$ cat config.mk
export PLATFORM = sky130hd
export DESIGN_NAME = uart_tx_serializer
export DESIGN_NICKNAME = d
export VERILOG_FILES = /design/src/rtl/uart_pkg.sv /design/src/rtl/uart_tx_serializer.sv
export SDC_FILE = /design/constraint.sdc
export NUM_CORES = 1
export LEC_CHECK = 0
export ABC_AREA = 1
export CAP_MARGIN = 0
export CORE_MARGIN = 2
export CORE_UTILIZATION = 50
export DETAILED_ROUTE_END_ITERATION = 7
export HOLD_SLACK_MARGIN = 0.05
export PLACE_DENSITY = 0.74
export SYNTH_ARGS = -nofsm -noshare
export SYNTH_HDL_FRONTEND = slang
export SYNTH_SLANG_ARGS = --single-unit
$ cat constraint.sdc
create_clock -name clk -period 1.3 [get_ports clk]
set_input_delay 0.195 -clock clk [delete_from_list [all_inputs] [get_ports clk]]
set_output_delay 0.195 -clock clk [all_outputs]
set_load 0.02 [all_outputs]
$ cat src/rtl/uart_pkg.sv
// Shared UART definitions: transmit FSM state encoding and default frame
// parameters (100 MHz clock, 115200 baud, 8N1).
package uart_pkg;

  typedef enum logic [1:0] {
    IDLE  = 2'd0,
    START = 2'd1,
    DATA  = 2'd2,
    STOP  = 2'd3
  } tx_state_t;

  localparam int UART_CLKS_PER_BIT = 868;
  localparam int UART_DATA_BITS    = 8;
  localparam int UART_STOP_BITS    = 1;

endpackage

$ cat src/rtl/uart_tx_serializer.sv
// Frame-level UART transmitter. Takes one parallel word per valid/ready
// handshake and shifts it out LSB-first as start bit, data bits and stop
// bit(s), each held for CLKS_PER_BIT clocks. Drives the select and data
// inputs of the downstream line mux (tx_sel=1 routes tx_bit to the pin,
// tx_sel=0 routes the idle-high level).
//
// Ports:
//   clk       in   single clock, all state on rising edge
//   rst_n     in   synchronous active-low reset
//   tx_valid  in   producer has a word
//   tx_data   in   word to send, sampled only at the handshake
//   tx_ready  out  idle, can accept a word
//   tx_sel    out  frame active (line mux select)
//   tx_bit    out  current serial bit
//   tx_done   out  one-cycle pulse after the last stop bit
//
// state | meaning
// IDLE  | line idle, tx_ready=1, waiting for tx_valid
// START | driving the start bit (0)
// DATA  | driving shreg[0], one data bit per period
// STOP  | driving stop bit(s) (1), STOP_BITS periods
module uart_tx_serializer
  import uart_pkg::*;
#(
  parameter int CLKS_PER_BIT = UART_CLKS_PER_BIT,
  parameter int DATA_BITS    = UART_DATA_BITS,
  parameter int STOP_BITS    = UART_STOP_BITS
) (
  input  logic                 clk,
  input  logic                 rst_n,
  input  logic                 tx_valid,
  input  logic [DATA_BITS-1:0] tx_data,
  output logic                 tx_ready,
  output logic                 tx_sel,
  output logic                 tx_bit,
  output logic                 tx_done
);

  localparam int CW = $clog2(CLKS_PER_BIT);
  localparam int IW = $clog2(DATA_BITS);
  localparam logic [CW-1:0] CNT_LAST = CW'(CLKS_PER_BIT - 1);
  localparam logic [IW-1:0] IDX_LAST = IW'(DATA_BITS - 1);
  localparam logic          STOP_LAST = 1'(STOP_BITS - 1);

  if (CLKS_PER_BIT < 2) begin : g_bad_clks
    $error("uart_tx_serializer: CLKS_PER_BIT must be >= 2");
  end
  if (DATA_BITS < 5 || DATA_BITS > 8) begin : g_bad_data
    $error("uart_tx_serializer: DATA_BITS must be 5..8");
  end
  if (STOP_BITS < 1 || STOP_BITS > 2) begin : g_bad_stop
    $error("uart_tx_serializer: STOP_BITS must be 1 or 2");
  end

  tx_state_t            state;
  logic [CW-1:0]        bit_cnt;
  logic [IW-1:0]        idx;
  logic                 stop_cnt;
  logic [DATA_BITS-1:0] shreg;
  logic                 bit_end;

  assign bit_end  = (bit_cnt == CNT_LAST);
  assign tx_ready = (state == IDLE);

  // tx_sel/tx_bit are registered alongside the state transition so the
  // line value changes on the same edge as the state, with no decode glitch.
  always_ff @(posedge clk) begin
    if (!rst_n) begin
      state    <= IDLE;
      bit_cnt  <= '0;
      idx      <= '0;
      stop_cnt <= 1'b0;
      shreg    <= '0;
      tx_sel   <= 1'b0;
      tx_bit   <= 1'b1;
      tx_done  <= 1'b0;
    end else begin
      tx_done <= 1'b0;
      unique case (state)
        IDLE: begin
          if (tx_valid) begin
            shreg    <= tx_data;
            bit_cnt  <= '0;
            idx      <= '0;
            stop_cnt <= 1'b0;
            state    <= START;
            tx_sel   <= 1'b1;
            tx_bit   <= 1'b0;
          end
        end
        START: begin
          if (bit_end) begin
            bit_cnt <= '0;
            idx     <= '0;
            state   <= DATA;
            tx_bit  <= shreg[0];
          end else begin
            bit_cnt <= bit_cnt + 1'b1;
          end
        end
        DATA: begin
          if (bit_end) begin
            bit_cnt <= '0;
            shreg   <= shreg >> 1;
            idx     <= idx + 1'b1;
            if (idx == IDX_LAST) begin
              state    <= STOP;
              stop_cnt <= 1'b0;
              tx_bit   <= 1'b1;
            end else begin
              // next bit to appear once the shift lands
              tx_bit <= shreg[1];
            end
          end else begin
            bit_cnt <= bit_cnt + 1'b1;
          end
        end
        STOP: begin
          if (bit_end) begin
            bit_cnt <= '0;
            if (stop_cnt == STOP_LAST) begin
              state    <= IDLE;
              stop_cnt <= 1'b0;
              tx_sel   <= 1'b0;
              tx_bit   <= 1'b1;
              tx_done  <= 1'b1;
            end else begin
              stop_cnt <= 1'b1;
            end
          end else begin
            bit_cnt <= bit_cnt + 1'b1;
          end
        end
        default: begin
          state  <= IDLE;
          tx_sel <= 1'b0;
          tx_bit <= 1'b1;
        end
      endcase
    end
  end

endmodule

==> metrics.md <==
| Metric | Value |
|---|---|
| Status | `finished, violations left` |
| Failing checks | `negative setup slack` |
| Reg2reg start | `bit_cnt[0]` |
| Die width | `57.7 um` |
| Die area | `3330 um2` |
| Flop-to-flop setup slack | `-0.22 ns` |
| Highest Clock Rate | `656 MHz` |
| Gpl congestion | `0.850` |
| Startpoint Class | `register` |
| CTS Sinks | `26` |
| Num CTS Buffers | `3` |
| Sequential share of power | `0.273` |
| Cts hold-fix bufs | `0` |
| Max-cap violations | `0` |
| Worst path required time | `1.60 ns` |
| CTS Root Cell | `clkbuf_4` |
| Pwr/cell area | `1800 nW/um2` |
| Worst r2r dst | `state[1]` |
| Syn Area/Cell | `6.80 um2` |
| Final WS setup | `-0.223 ns` |
| Pwr Total | `0.00412 W` |
| Relative slew slack | `0.839` |
| Crit path capture | `state[1]` |
| Warnings, synthesis | `0` |
| Initial antenna violation count | `0` |
| Clock power frac | `0.142` |
| Crit path kind | `reg -> reg` |
| CTS tree | `built` |
| Row cnt | `19` |
| Yosys top cell area share | `0.361` |
| H-tree depth | `1` |
| Critical-path cell list | `ha_4, nand2_4, nor2_4, nand3_4, nand2_4, o21ai_2, nor2_2, nor2_1, nor2_1` |
| Crit share post-route | `1.17` |
| Crit path capture type | `register` |
| FFs w/ async S/R, synth | `0` |
| Fillers | `141` |
| Core Area | `2760 um2` |
| Crit path max-delay family | `simple AND/OR/NAND/NOR gates` |
| Port Buf Inserts | `14` |
| 1st-pass router iterations | `4` |
| Area delta synth->final | `58.9%` |
| Setup TNS | `-2.99 ns` |
| Post-synth EDFFs | `0` |
| I/O pin count | `15` |
| Largest net degree at the start of global routing | `16` |
| Seq/Total Area, Yosys | `0.361` |
| RSZ-0062 raised after global routing | `true` |
| Stages on worst setup path | `9` |
| Max Root-Sink Buffers | `2` |
| Dpl cell area | `1920 um2` |
| CP arrival | `1.82 ns` |
| Dpl hpwl | `2630 um` |
| Layout net count | `287` |
| Hold path cells | `3` |
| P_sw | `0.00171 W` |
| #FFs+latches synth | `26` |
| Antenna cells | `0` |
| Worst-path clk slew | `0.16 ns` |
| Worst slew pin tran | `0.241 ns` |
| Die height | `57.7 um` |
| Fin area | `2290 um2` |
| Vias per inst | `5.53` |
| Post-route DRC violation count | `0` |
| Worst hold slack | `0.448 ns` |
| CP bufs+invs | `0` |
| Most common cell in the netlist | `nand2_1` |
| Switching share of total power | `0.415` |
| Main synth FF type | `dfxtp_1` |
| Commonest cells post-synth | `62 x nand2_1, 26 x dfxtp_1, 23 x a21oi_1` |
| Worst Hold Class | `in -> reg` |
| Slowest library cell on the worst path | `dfxtp_2` |
| Wire per inst | `15.3 um` |
| First-iteration detailed-routing DRC count | `84` |
| Routed Antenna Nets | `0` |
| Initial Util | `0.523` |
| Synth top area cells | `dfxtp_1 36%, nand2_1 16%, a21oi_1 8.0%` |
| Synthesized instance count | `212` |
| First-pass GRT wire length | `6350 um` |
| Via count | `1647` |
| Fin crit period | `1.52 ns` |
| Clk_skew | `0.0180 ns` |
| Comb pwr share | `0.585` |
| Crit path max fanout | `7` |
| Post-synth top area cell | `dfxtp_1` |
| GRT overflow | `0` |
| Clk_lat worst skew | `0.35 ns` |
| Worst-case reg-to-reg path depth | `9` |
| Leak | `0.961 nW` |
| Int Power | `0.00241 W` |
| DRT Wirelength | `4550 um` |
| Max incr delay on CP | `0.39 ns` |
| Overall Global Routing Usage | `0.245` |
| Post-synthesis net count | `231` |
| Endpoints failing hold | `0` |
| Vias in the first global route | `1502` |
| Final slew viol count | `0` |
| Area of the mapped netlist | `1440 um2` |
| Synth unique cells | `25` |
| Final setup viols | `25` |
| Max VDD drop | `1540 uV` |
| CP Launch Point | `bit_cnt[0]` |
| Share of cells above drive strength 1 | `0.461` |
## cell type report
| cell class | count | area (um2) | share of cell area |
|---|---|---|---|
| Tap cell | 31 | 38.8 | 0.0169 |
| Clock buffer | 3 | 22.5 | 0.00983 |
| Clock inverter | 1 | 30.0 | 0.0131 |
| Multi-Input combinational cell | 161 | 1090 | 0.478 |
| Timing Repair Buffer | 56 | 495 | 0.216 |
| Sequential cell | 26 | 526 | 0.229 |
| Inverter | 20 | 85.1 | 0.0371 |
## power by group through the flow
| stage | Combinational (W) | Sequential, W | Clock, W |
|---|---|---|---|
| 2_1_floorplan | 0.00105 | 0.00115 | 0 |
| 3_3_place_gp | 0.00173 | 0.00112 | 0 |
| 3_5_place_dp | 0.00178 | 0.00113 | 0 |
| 4_1_cts | 0.00205 | 0.00111 | 0.000590 |
| 5_1_grt | 0.00261 | 0.00114 | 0.000627 |
| 6_report | 0.00241 | 0.00113 | 0.000584 |
## registers in the layout, summed over array words and instances, names as in the netlist
register,count
bit_cnt,10
state,2
tx_done,1
idx,3
tx_bit,1
shreg,8
tx_sel,1
## worst min-delay path by stage
| stage | startpoint | end | slack (ns) |
|---|---|---|---|
| 5_1_grt | tx_data[7] | shreg[7] | 0.43 |
| 4_1_cts | tx_data[7] | shreg[7] | 0.44 |
| 3_3_place_gp | tx_sel | tx_sel | 0.43 |
| 6_report | tx_data[7] | shreg[7] | 0.45 |
| 2_1_floorplan | tx_valid | tx_sel | 0.36 |
| 3_5_place_dp | tx_sel | tx_sel | 0.44 |
## repair_timing
item	CTS	global route
gates resized for setup	43	46
setup endpoints to repair	27	26
buffers inserted	3	5
pin swaps	17	19
gates cloned	0	1
## worst register-to-register path, delay by kind of cell (launching register included)
family | cells | cell delay, ns
AOI/OAI and AO/OA | 1 | 0.08
DFF | 1 | 0.39
adders and majority gates | 1 | 0.16
and+or+nand+nor | 7 | 0.85
## cells by family (layout without fill, tap and decap cells)
logic type / after synthesis / after routing / share of synthesized area
buffers and inverters: 25 / 80 / 0.0685
adders and majority gates: 8 / 8 / 0.0694
DFF: 26 / 26 / 0.361
and+or+nand+nor: 111 / 111 / 0.343
AOI/OAI and AO/OA: 42 / 42 / 0.158
## metal layers
layer / track usage / vias up / routed length [um] / part of all wire
met3: 0.0357 / 11 / 193 / 0.042
met1: 0.306 / 779 / 1940 / 0.43
met4: 0.130 / 0 / 138 / 0.030
met5: 0 / - / 0 / 0
li1: - / 805 / - / -
met2: 0.406 / 52 / 2270 / 0.50
## stage by stage
step	instances	utilization	worst slack [ns]
2_1_floorplan	212	-	-0.0382
3_3_place_gp	286	0.697	-0.0996
3_5_place_dp	286	0.697	-0.114
4_1_cts	293	0.768	-0.164
5_1_grt	298	0.831	-0.337
6_report	298	0.831	-0.223
## cells in the final DEF (no fill, tap or decap), drive strengths merged, types with 4 or more instances in the layout
cell type / n
nor2: 24
o21ai: 15
clkdlybuf4s50: 10
nand3: 16
ha: 8
nand2: 65
nand4: 4
a21oi: 23
inv: 19
dfxtp: 26
buf: 43
No activity file was read; power rests on OpenSTA's default activity.
==> RTL edit (config.mk and constraints unchanged) <==
Change the package constant `UART_CLKS_PER_BIT` from 868 to 3472.
--- a/src/rtl/uart_pkg.sv
+++ b/src/rtl/uart_pkg.sv
@@ -9,7 +9,7 @@
     STOP  = 2'd3
   } tx_state_t;
 
-  localparam int UART_CLKS_PER_BIT = 868;
+  localparam int UART_CLKS_PER_BIT = 3472;
   localparam int UART_DATA_BITS    = 8;
   localparam int UART_STOP_BITS    = 1;
 
Check against the original RTL: same outputs for any inputs over 10 cycles, from zero or initial values and one cycle with rst_n low; that may be too few to reach the edited logic, so the function may still have changed.
==> RTL edit against the unedited design <==
  * The run still ends with negative setup slack left
  * Synthesized area up 14%
  * Worst setup slack improved by 0.066 ns
  * Global-route usage down 0.53 points
  * Sequential cell count rose by 2
  * Cell area is 6.7% higher
  * Fmax is 4.6% higher
  * Total power shrank 4.1%
  * Routed wire length down 2.5%
  * Synthesized cell count up 17%
  * Critical endpoint is now tx_bit$_SDFFE_PN1P_
  * Largest power group unchanged
==> RTL edit: results (changes against the unedited design) <==
outcome=finished, violations left; failing checks=negative setup slack; WL final=4430 um (-2.5%); met3 Usage GRT=3.99% (+0.42 points); Final Wtd Congestion=0.878 (+3.4%); NumNets Final=326 (+14%); min-delay worst type=input port to flip-flop; Comb group=2380 uW; Largest regs=bit_cnt x12, shreg x8, idx x3; first-pass GRT wire length=6780 um (+6.6%); DR vias=1743 (+5.8%); VDD IR max=1.12 mV (-28%); NetSw=1730 uW (+1.4%); Met1 Wirelength=1810 um (-6.7%); Post-synth top cells=nand2_1, dfxtp_1, a21oi_1, nor2_1, inv_1; WL met2=2430 um (+6.8%); Distinct cells, synth=27 (+8.0%); layout cells sized above 1=39.7% (-6.4 points); initial antenna violation count=0 (unchanged); WP data arrival=1.71 ns (-0.11 ns); WL met3=105 um (-46%); met1 usage=27.4% (-3.2 points); Synth Warn #=0 (unchanged); Clk. pwr=376 uW (-36%); number of placed instances, taps included=336 (+17%); post-synthesis sequential area ratio=34.2% (-1.9 points); mux share of post-synthesis cell area=0% (unchanged); static leakage=0.00106 uW (+10%); Via density=4.99 (-9.6%); CP top delay family=simple AND/OR/NAND/NOR gates; number of global-route vias before repair=1585 (+5.5%); largest net degree at the start of global routing=15 (-1); clock skew=0.00580 ns (-0.0122 ns); grt met2 use=46.5% (+5.9 points); hpwl dp=2810 um (+6.7%); post-synthesis adder-cell area fraction=6.11% (-0.83 points); Synth Area in Compound Gates=11.5% (-4.3 points); number of flops mapped to enable cells by yosys=0 (unchanged); Synth area leaders=dfxtp_1, nand2_1, a21oi_1; DRT iter0 DRCs=46 (-45%); Syn Nets=266 (+15%); final worst setup slack=-0.157 ns (+0.0664 ns); GRT Util Overall=23.9% (-0.53 points); Worst slew margin=81.1% (-2.8 points); Finish-stage setup viols=25 (unchanged); Crit Path Max Fanout=4 (-3)
[RTL edit: worst register-to-register path: cells and delay by family (launching register included)]
family                     cells  cell delay (ns)
and+or+nand+nor                7             0.65
DFF                            1             0.38
buffers and inverters          1             0.17
adders and majority gates      1             0.15
[RTL edit: per-stage QoR]
step	setup TNS [ns]	worst slack (ns)	power, uW	hold WS (ns)	instance area [um2]
4_1_cts	-2.63	-0.175	3610	0.446	2280
3_5_place_dp	-2.28	-0.167	3050	0.457	2110
6_report	-2.63	-0.157	3950	0.432	2440
3_3_place_gp	-1.90	-0.140	3020	0.454	2110
5_1_grt	-4.83	-0.259	4240	0.426	2440
2_1_floorplan	-0.931	-0.123	2440	0.333	1680
[RTL edit: timing repair]
action	CTS	global route
setup buffers	3	7
resized for setup	43	27
setup endpoints to repair	29	29
pin swaps	24	20
hold endpoints to repair	0	0
cloned	0	0
[RTL edit: path summary, 6_finish.rpt]
check	from	endpoint	slack [ns]	cells after the start
hold / removal	rst_n	bit_cnt[0]$_SDFFE_PN0P_	0.43	3
setup reg to reg	bit_cnt[1]$_SDFFE_PN0P_	tx_bit$_SDFFE_PN1P_	-0.16	9
hold reg to reg	shreg[6]$_SDFFE_PN0P_	shreg[6]$_SDFFE_PN0P_	0.48	2
setup / recovery	bit_cnt[1]$_SDFFE_PN0P_	tx_bit$_SDFFE_PN1P_	-0.16	9
[RTL edit: final cells by class]
class | count | area [um2]
multi-input cells | 187 | 1180
fillers | 228 | 633
flip-flops and latches | 28 | 567
repair buffers | 61 | 514
inverters | 26 | 108
well taps | 44 | 55.1
clock buffers | 3 | 22.5
